$ cat src/rtl/neopixel_pkg.sv
// Shared types and default timing for the WS2812 frame controller.
package neopixel_pkg;

  localparam int NUM_PIXELS    = 8;
  localparam int T0H_DEFAULT   = 18;
  localparam int T1H_DEFAULT   = 40;
  localparam int BIT_DEFAULT   = 63;
  localparam int LATCH_DEFAULT = 2600;

  typedef logic [23:0] grb_t;

  typedef enum logic [1:0] {
    IDLE,
    BIT_HI,
    BIT_LO,
    LATCH
  } state_t;

  function automatic int max2(input int a, input int b);
    return (a > b) ? a : b;
  endfunction

endpackage

$ cat src/rtl/neopixel_if.sv
// Load/go host port and serial line of the NeoPixel controller.
interface neopixel_if;

  logic [2:0] pixel;
  logic [7:0] red;
  logic [7:0] green;
  logic [7:0] blue;
  logic       load;
  logic       go;
  logic       ready;
  logic       neo_data;

  modport master (output pixel, red, green, blue, load, go, input ready, neo_data);
  modport slave  (input pixel, red, green, blue, load, go, output ready, neo_data);

endinterface

$ cat src/rtl/neo_bit_timer.sv
// Per-bit cycle counter; also times the latch gap so one counter serves the frame.
module neo_bit_timer
  import neopixel_pkg::*;
#(
  parameter int T0H_CYC   = T0H_DEFAULT,
  parameter int T1H_CYC   = T1H_DEFAULT,
  parameter int BIT_CYC   = BIT_DEFAULT,
  parameter int LATCH_CYC = LATCH_DEFAULT
) (
  input  logic clock,
  input  logic reset,
  input  logic active,
  input  logic latching,
  input  logic bit_value,
  output logic bit_high_done,
  output logic bit_done
);

  localparam int CNT_W = $clog2(max2(BIT_CYC, LATCH_CYC) + 1);
  localparam logic [CNT_W-1:0] T0H_LAST   = CNT_W'(T0H_CYC - 1);
  localparam logic [CNT_W-1:0] T1H_LAST   = CNT_W'(T1H_CYC - 1);
  localparam logic [CNT_W-1:0] BIT_LAST   = CNT_W'(BIT_CYC - 1);
  localparam logic [CNT_W-1:0] LATCH_LAST = CNT_W'(LATCH_CYC - 1);

  logic [CNT_W-1:0] cnt;

  assign bit_high_done = (cnt == (bit_value ? T1H_LAST : T0H_LAST));
  assign bit_done      = (cnt == (latching ? LATCH_LAST : BIT_LAST));

  // Restarting from zero at every boundary keeps bit timing drift-free.
  always_ff @(posedge clock or posedge reset) begin
    // NOTE: sequential state uses <= so every flop samples pre-edge values.
    if (reset) begin
      cnt <= '0;
    end else if (!active || bit_done) begin
      cnt <= '0;
    end else begin
      cnt <= cnt + 1'b1;
    end
  end

endmodule

$ cat src/rtl/neopixel_controller.sv
// 8-pixel WS2812 frame controller. Define NEOPIXEL_DIM_EN to store each colour byte >> 2.
module neopixel_controller
  import neopixel_pkg::*;
#(
  parameter int T0H_CYC   = T0H_DEFAULT,
  parameter int T1H_CYC   = T1H_DEFAULT,
  parameter int BIT_CYC   = BIT_DEFAULT,
  parameter int LATCH_CYC = LATCH_DEFAULT
) (
  input  logic       clock,
  input  logic       reset,
  neopixel_if.slave  bus
);

  localparam int PIX_W = $clog2(NUM_PIXELS);
  localparam logic [PIX_W-1:0] LAST_PIX = PIX_W'(NUM_PIXELS - 1);
  localparam logic [4:0]       TOP_BIT  = 5'd23;

  grb_t             buffer [NUM_PIXELS];
  grb_t             wr_data;
  state_t           state;
  logic [PIX_W-1:0] pix_cnt;
  logic [4:0]       bit_cnt;
  logic             neo_q;
  logic             cur_bit;
  logic             bit_high_done;
  logic             bit_done;

`ifdef NEOPIXEL_DIM_EN
  assign wr_data = {bus.green >> 2, bus.red >> 2, bus.blue >> 2};
`else
  assign wr_data = {bus.green, bus.red, bus.blue};
`endif

  assign cur_bit      = buffer[pix_cnt][bit_cnt];
  assign bus.ready    = (state == IDLE);
  assign bus.neo_data = neo_q;

  neo_bit_timer #(
    .T0H_CYC   (T0H_CYC),
    .T1H_CYC   (T1H_CYC),
    .BIT_CYC   (BIT_CYC),
    .LATCH_CYC (LATCH_CYC)
  ) u_timer (
    .clock         (clock),
    .reset         (reset),
    .active        (state != IDLE),
    .latching      (state == LATCH),
    .bit_value     (cur_bit),
    .bit_high_done (bit_high_done),
    .bit_done      (bit_done)
  );

  always_ff @(posedge clock or posedge reset) begin
    // NOTE: the frame buffer is reset on purpose so a fresh go sends all-zero pixels.
    if (reset) begin
      for (int i = 0; i < NUM_PIXELS; i++) buffer[i] <= '0;
    end else if (state == IDLE && bus.load) begin
      buffer[bus.pixel] <= wr_data;
    end
  end

  always_ff @(posedge clock or posedge reset) begin
    if (reset) begin
      state   <= IDLE;
      pix_cnt <= '0;
      bit_cnt <= '0;
      neo_q   <= 1'b0;
    end else begin
      case (state)
        IDLE: begin
          if (bus.go) begin
            state   <= BIT_HI;
            pix_cnt <= '0;
            bit_cnt <= TOP_BIT;
            neo_q   <= 1'b1;
          end
        end
        BIT_HI: begin
          if (bit_high_done) begin
            state <= BIT_LO;
            neo_q <= 1'b0;
          end
        end
        BIT_LO: begin
          if (bit_done) begin
            if (bit_cnt != '0) begin
              bit_cnt <= bit_cnt - 1'b1;
              state   <= BIT_HI;
              neo_q   <= 1'b1;
            end else if (pix_cnt == LAST_PIX) begin
              pix_cnt <= '0;
              state   <= LATCH;
            end else begin
              pix_cnt <= pix_cnt + 1'b1;
              bit_cnt <= TOP_BIT;
              state   <= BIT_HI;
              neo_q   <= 1'b1;
            end
          end
        end
        LATCH: begin
          if (bit_done) state <= IDLE;
        end
        default: begin
          state <= IDLE;
          neo_q <= 1'b0;
        end
      endcase
    end
  end

endmodule

$ cat src/flat_wrapper.sv
// flat-port wrapper written by rule: the top's interface ports become plain ports
module neopixel_controller_flat import neopixel_pkg::*;
#(
  parameter int T0H_CYC   = T0H_DEFAULT,
  parameter int T1H_CYC   = T1H_DEFAULT,
  parameter int BIT_CYC   = BIT_DEFAULT,
  parameter int LATCH_CYC = LATCH_DEFAULT
)
  (clock, reset, bus_pixel, bus_red, bus_green, bus_blue, bus_load, bus_go, bus_ready, bus_neo_data);
  neopixel_if bus_i ();
  input  logic clock;
  input  logic reset;
  input wire logic [$bits(bus_i.pixel)-1:0] bus_pixel;
  input wire logic [$bits(bus_i.red)-1:0] bus_red;
  input wire logic [$bits(bus_i.green)-1:0] bus_green;
  input wire logic [$bits(bus_i.blue)-1:0] bus_blue;
  input wire logic [$bits(bus_i.load)-1:0] bus_load;
  input wire logic [$bits(bus_i.go)-1:0] bus_go;
  output wire logic [$bits(bus_i.ready)-1:0] bus_ready;
  output wire logic [$bits(bus_i.neo_data)-1:0] bus_neo_data;
  assign bus_i.pixel = bus_pixel;
  assign bus_i.red = bus_red;
  assign bus_i.green = bus_green;
  assign bus_i.blue = bus_blue;
  assign bus_i.load = bus_load;
  assign bus_i.go = bus_go;
  assign bus_ready = bus_i.ready;
  assign bus_neo_data = bus_i.neo_data;
  neopixel_controller #(.T0H_CYC(T0H_CYC), .T1H_CYC(T1H_CYC), .BIT_CYC(BIT_CYC), .LATCH_CYC(LATCH_CYC)) u_core (.clock(clock), .reset(reset), .bus(bus_i));
endmodule
$ cat config.mk
export PLATFORM = sky130hd
export DESIGN_NAME = neopixel_controller_flat
export DESIGN_NICKNAME = d
export VERILOG_FILES = /design/src/rtl/neopixel_pkg.sv /design/src/rtl/neopixel_if.sv /design/src/rtl/neo_bit_timer.sv /design/src/rtl/neopixel_controller.sv /design/src/flat_wrapper.sv
export SDC_FILE = /design/constraint.sdc
export NUM_CORES = 1
export LEC_CHECK = 0
export CORE_MARGIN = 8
export CORE_UTILIZATION = 55
export CTS_CLUSTER_SIZE = 16
export DETAILED_ROUTE_END_ITERATION = 7
export PLACE_DENSITY = 0.73
export SYNTH_ARGS = -nofsm -noshare
export SYNTH_HDL_FRONTEND = slang
export SYNTH_SLANG_ARGS = --single-unit
$ cat constraint.sdc
create_clock -name clock -period 13.86 [get_ports clock]
set_clock_uncertainty 0.1 [all_clocks]
set_input_delay 2.772 -clock clock [delete_from_list [all_inputs] [get_ports clock]]
set_output_delay 2.772 -clock clock [all_outputs]
set_load 0.05 [all_outputs]
# Word-level counts from Yosys, hierarchy flattened
# Index checks and enable logic that the tools add are counted.
[word_totals] ff_bits=215
[op_classes] n_eq_ne=12 n_addsub=3 mux=34 reduce_logical=13 bitwise=2 magnitude_cmp=4
[op_table] cell="bitwise mux 192 bit" count=1
[op_table] cell="binary-select mux 24 bit (select 3 bit)" count=1
[op_table] cell="demux 24 bit (select 3 bit)" count=1
[op_table] cell="two-way mux 24 bit" count=3
[op_table] cell="equality test 12 bit" count=2
[op_table] cell="two-way mux 12 bit" count=2
[op_table] cell="two-way mux 5 bit" count=4
[op_table] cell="adder 12 x 1 -> 12 bit, second input constant" count=1
[op_table] cell="two-way mux 2 bit" count=6
[op_table] cell="two-way mux 3 bit" count=4
[op_table] cell="AND reduction 4 bit" count=3
[op_table] cell="one-hot mux 5 bit (2 select lines)" count=1
[op_table] cell="greater-or-equal comparator 4 bit, second input constant" count=2
[op_table] cell="inverter 3 -> 4 bit" count=2
[op_table] cell="one-hot mux 2 bit (4 select lines)" count=1
[op_table] cell="< comparator 5 x 6 -> 1 bit, second input constant" count=1
[op_table] cell="two-way mux 1 bit" count=6
[op_table] cell="two-way mux 6 bit" count=1
[op_table] cell="inequality test 2 bit, second input constant" count=3
[op_table] cell="one-hot mux 3 bit (2 select lines)" count=1
[op_table] cell="binary-select mux 1 bit (select 5 bit)" count=1
[op_table] cell="AND reduction 5 bit" count=1
[op_table] cell="nonzero test 5 bit" count=1
[op_table] cell="subtractor 5 x 1 -> 5 bit, second input constant" count=1
[op_table] cell="other kinds (14)" count=18

# Depth between registers and ports, before layout
[depth] depth_word=10 ltp_mapped=11

# Modules after synthesis
# Synthesis repeated with hierarchy kept, for this count alone.
[hier_totals] cells_unflattened=667 area_unflattened_um2=10027.1
[by_module_without_submodules] module="neopixel_controller" instances=1 cells_per_inst=592 area_per_inst_um2=9265.1
[by_module_without_submodules] module="neo_bit_timer" instances=1 cells_per_inst=75 area_per_inst_um2=762.0

# Worst setup path before layout
# OpenSTA, ideal clock, no wires.
[synth_path] path_type="input to register" from="in bus_load" to="reg u_core.buffer[0] (netlist name)" setup_ns=0.125 path_buffers=3 arrival_ns=4.116 path_slack_ns=9.519 stages=6 path_cell_list="and3_1 -> clkbuf_1 -> and3_1 -> clkbuf_1 -> clkbuf_1 -> mux2_2"
[synth_between] elab_chain_len=1
[synth_lines] item="start, declared" line_no="flat_wrapper.sv:17" source="input wire logic [$bits(bus_i.load)-1:0] bus_load;"
[synth_lines] item="logical AND 1 bit" line_no="neopixel_controller.sv:58" source="end else if (state == IDLE && bus.load) begin"
[synth_lines] item="end signal, assigned by index" line_no="neopixel_controller.sv:59" source="buffer[bus.pixel] <= wr_data;"
[synth_lines] item="end, declared" line_no="neopixel_controller.sv:19" source="grb_t buffer [NUM_PIXELS];"
# No other way between the ends.
# A chain may end at the register's enable or synchronous reset.

# Final worst setup path
[layout_path] from="reg u_core.state[1]" to="out bus_ready"
[layout_between] elab_chain_len=1
[layout_lines] item="start, declared" line_no="neopixel_controller.sv:21" source="state_t state;"
[layout_lines] item="start signal, assigned" line_no="neopixel_controller.sv:65" source="state <= IDLE;"
[layout_lines] item="start signal, assigned" line_no="neopixel_controller.sv:73" source="state <= BIT_HI;"
[layout_lines] item="start signal, assigned" line_no="neopixel_controller.sv:81" source="state <= BIT_LO;"
[layout_lines] item="logical NOT 2 bit" line_no="neopixel_controller.sv:36" source="assign bus.ready = (state == IDLE);"
[layout_lines] item="end, declared" line_no="flat_wrapper.sv:19" source="output wire logic [$bits(bus_i.ready)-1:0] bus_ready;"
# No other way between the ends.

==> results.md <==
* Crit path largest cell delay at 0.85 ns
* Number of clock sinks at 215
* Rows at 49
* Vias in the first global route at 6,777
* Synth-to-Final Area Change at 12.5%
* Final Wtd Congestion at 0.808
* Main flop type after synthesis: dfrtp_1
* Chip width at 152 um
* Met3 Use GR at 3.05%
* Worst setup margin at 8.82 ns
* Worst vdd ir at 0.133 mV
* EDFF count, synth at 0
* Clock root cell: clkbuf_16
* Ys Warns at 0
* IO Port Bufs at 32
* Layout cells sized above 1 at 36.5%
* Element type at the critical path start: flip-flop
* Mapped cell area at 0.0102 mm^2
* CP max stage cell: clkdlybuf4s50_1
* Reg2Reg Setup Slack at 9.89 ns
* Hold Vio Cnt, Final at 0
* Synth Instances at 731
* Top-area cell type share of the netlist area at 53.0%
* Pleak at 5.22 nW
* Die Ht at 152 um
* GRT Overall Usage at 19.1%
* Hold/Removal Path Class: reg2reg
* Layout Nets at 791
* Worst r2r src: u_core.pix_cnt[0]
* CP Data Arrival Time at 2.17 ns
* DP Worst Slack at 8.63 ns
* CTS tree: built
* Register bit total from synthesis at 215
* Fin. max-slew vios at 0
* I/O pins at 33
* Via Count at 6,222
* Clock Latency Late Sink at 0.51 ns
* Final hold slack at 0.398 ns
* Total core area at 0.0180 mm^2
* Worst slew pin tran at 1.11 ns
* Maximum clock frequency at 0.198 GHz
* Drt via density at 6.21
* Final setup viols at 0
* Worst r2r dst: u_core.state[0]
* Initial antenna violation count at 0
* Outcome: complete, no violations
* Net Count, Synth at 766
* Cell taking the most area after synthesis: dfrtp_1
* CTS clk-pin slew, worst paths at 0.06 ns
* Total gr overflow at 0
* Total power at 2.26 mW
* Ranking of synthesized cells by area: dfrtp_1, mux2_2, mux4_2
* R2R cell count at 9
* Cell area power density at 198 mW/mm^2
* Top Usage Layer GRT: met2
* Met1 Use GR at 24.1%
* Cell Chain, Critical Path: nor2_1 > clkdlybuf4s50_1
* Setup Buffers After CTS at 0
* Finished Core Util at 63.4%
* RSZ-0062 raised after global routing: no
* Drt wl/cell at 22.4 um
* Fill count at 1,324
* Drt pass-1 iters at 7
* Setup TNS at 0 ns
* Minimum clock period at 5.04 ns
* 1st-iter DRT viols at 276
* Cell variety after synth at 61
* Post-Syn Area per Cell at 13.9 um^2
* Die ar. at 0.0231 mm^2
* Ant. Diodes at 0
* Drt total wl at 22.4 mm
* Endpoint class of the critical path: output port
* Min-delay src: u_core.buffer[159]
* DR DRC count at 0
* First-pass GRT wire length at 36.2 mm
* Worst relative slew slack at 26.0%
* Largest net degree at the start of global routing at 126
* Period utilisation layout at 36.4%
* PostCTS Resize Cnt at 0
* Critical path type: reg2out
* Clock buffer count from CTS at 24
* Crit path max fanout at 15
* M2 GR Usage at 32.9%
* Clock buffer depth at 3
* Initial Util at 56.3%
* Max cap viols at 0
* Async SR Flop Fraction at 100%
* H-tree levels at 1
* Seq/Total Area, Yosys at 53.0%
* Worst Path Required at 10.99 ns
* Post-DP HPWL at 13.7 mm
* WHS Path Cells at 1
* Antenna Violating Nets Remaining at 0
* Hold_buf cts at 0
* WHS Endpoint: u_core.buffer[159]
## critical path, delay by kind of cell, from the launching register on
family	cells	cell delay, ns
and+or+nand+nor	1	0.26
buffers and inverters	1	0.85
DFF	1	0.55
## cell usage in the layout, fill, tap and decap left out, types with 2 or more instances in the layout
cell type          n
o32ai_1            2
a21o_1             2
a311oi_1           2
o22ai_1            4
dfrtp_1          213
nand3_1           15
nand2_2            6
nand2_1           24
clkdlybuf4s50_1   32
a22oi_1            7
and2_1             2
ha_1               4
nand4b_1           2
mux4_1             6
a31oi_1            6
nand4_1            2
buf_4              8
xnor2_1            6
nor4_1             2
bufinv_16          2
mux2_2           198
clkbuf_16         25
mux2i_1           34
nand2b_1           5
inv_1              7
a211oi_1           4
xor2_1             4
nor3_1            10
o21ai_0           12
and3_1             7
clkinv_2           4
clkbuf_8           5
a21oi_1            6
dfrtp_2            2
nor2_1            33
mux4_2            26
nor2b_1           12
clkbuf_1           7
## report_power, final
| part | leakage [nW] | switching [mW] | internal, mW |
|---|---|---|---|
| sequential | 2.86 | 0.154 | 0.858 |
| combinational | 1.97 | 0.268 | 0.343 |
| clock | 0.396 | 0.242 | 0.393 |
## sequential cells by signal (all words and copies together) (netlist names)
register and count:
u_core.buffer 192, u_core.u_timer.cnt 12, u_core.bit_cnt 5, u_core.pix_cnt 3, u_core.state 2, u_core.bus.neo_data 1
## cells in the mapped netlist, types with 2 or more instances
master,instances
dfrtp_1,215
mux2_2,198
mux2i_1,34
nor2_1,33
nand2_1,29
mux4_2,26
clkbuf_1,21
nand3_1,15
nor2b_1,12
o21ai_0,12
nor3_1,10
inv_1,8
a22oi_1,7
and3_1,7
buf_1,7
a21oi_1,6
a31oi_1,6
buf_2,6
mux4_1,6
xnor2_1,6
nand2b_1,5
a211oi_1,4
ha_1,4
o22ai_1,4
xor2_1,4
a21o_1,2
a311oi_1,2
and2_1,2
buf_4,2
buf_6,2
buf_8,2
nand4_1,2
nand4b_1,2
nor4_1,2
o32ai_1,2
## how the worst max path moves through the flow
stage,startpoint,endpoint,slack (ns),depth (start not counted)
floorplan,reset,u_core.bit_cnt[0],5.11,1
global placement,reset,u_core.buffer[153],8.75,3
detailed placement,reset,u_core.buffer[153],8.63,3
CTS,u_core.state[1],bus_ready,8.80,2
global route,u_core.state[1],bus_ready,8.75,2
finish,u_core.state[1],bus_ready,8.82,2
## final cells by class
class                           instances  area, um^2  area share (%)
Sequential cell                       215        5380            47.1
Tap cell                              229         287            2.51
Clock buffer                           37         721            6.31
Timing Repair Buffer                   40         380            3.33
Inverter                               10        45.0           0.394
Multi-Input combinational cell        465        4520            39.6
Clock inverter                          6        80.1           0.701
## through the flow
stage	std cells	instance area, um^2
finish	1002	11400
floorplan	731	10200
global placement	959	10600
CTS	1002	11400
detailed placement	959	10600
global route	1002	11400
## per-layer routing
layer	wire, um	vias to the layer above
li1	-	2754
met1	9750	3281
met2	11200	140
met3	880	47
met4	582	0
met5	0	-
## cell families after synthesis
kind of cell,count (synthesis),share of synthesized area (%)
compound gates,62,4.42
simple gates,125,6.03
buf+inv,51,2.56
xor+xnor,10,0.863
mux,264,32.6
flops,215,53.0
fa+ha+maj,4,0.493
Power figures use the tool's default switching activity.
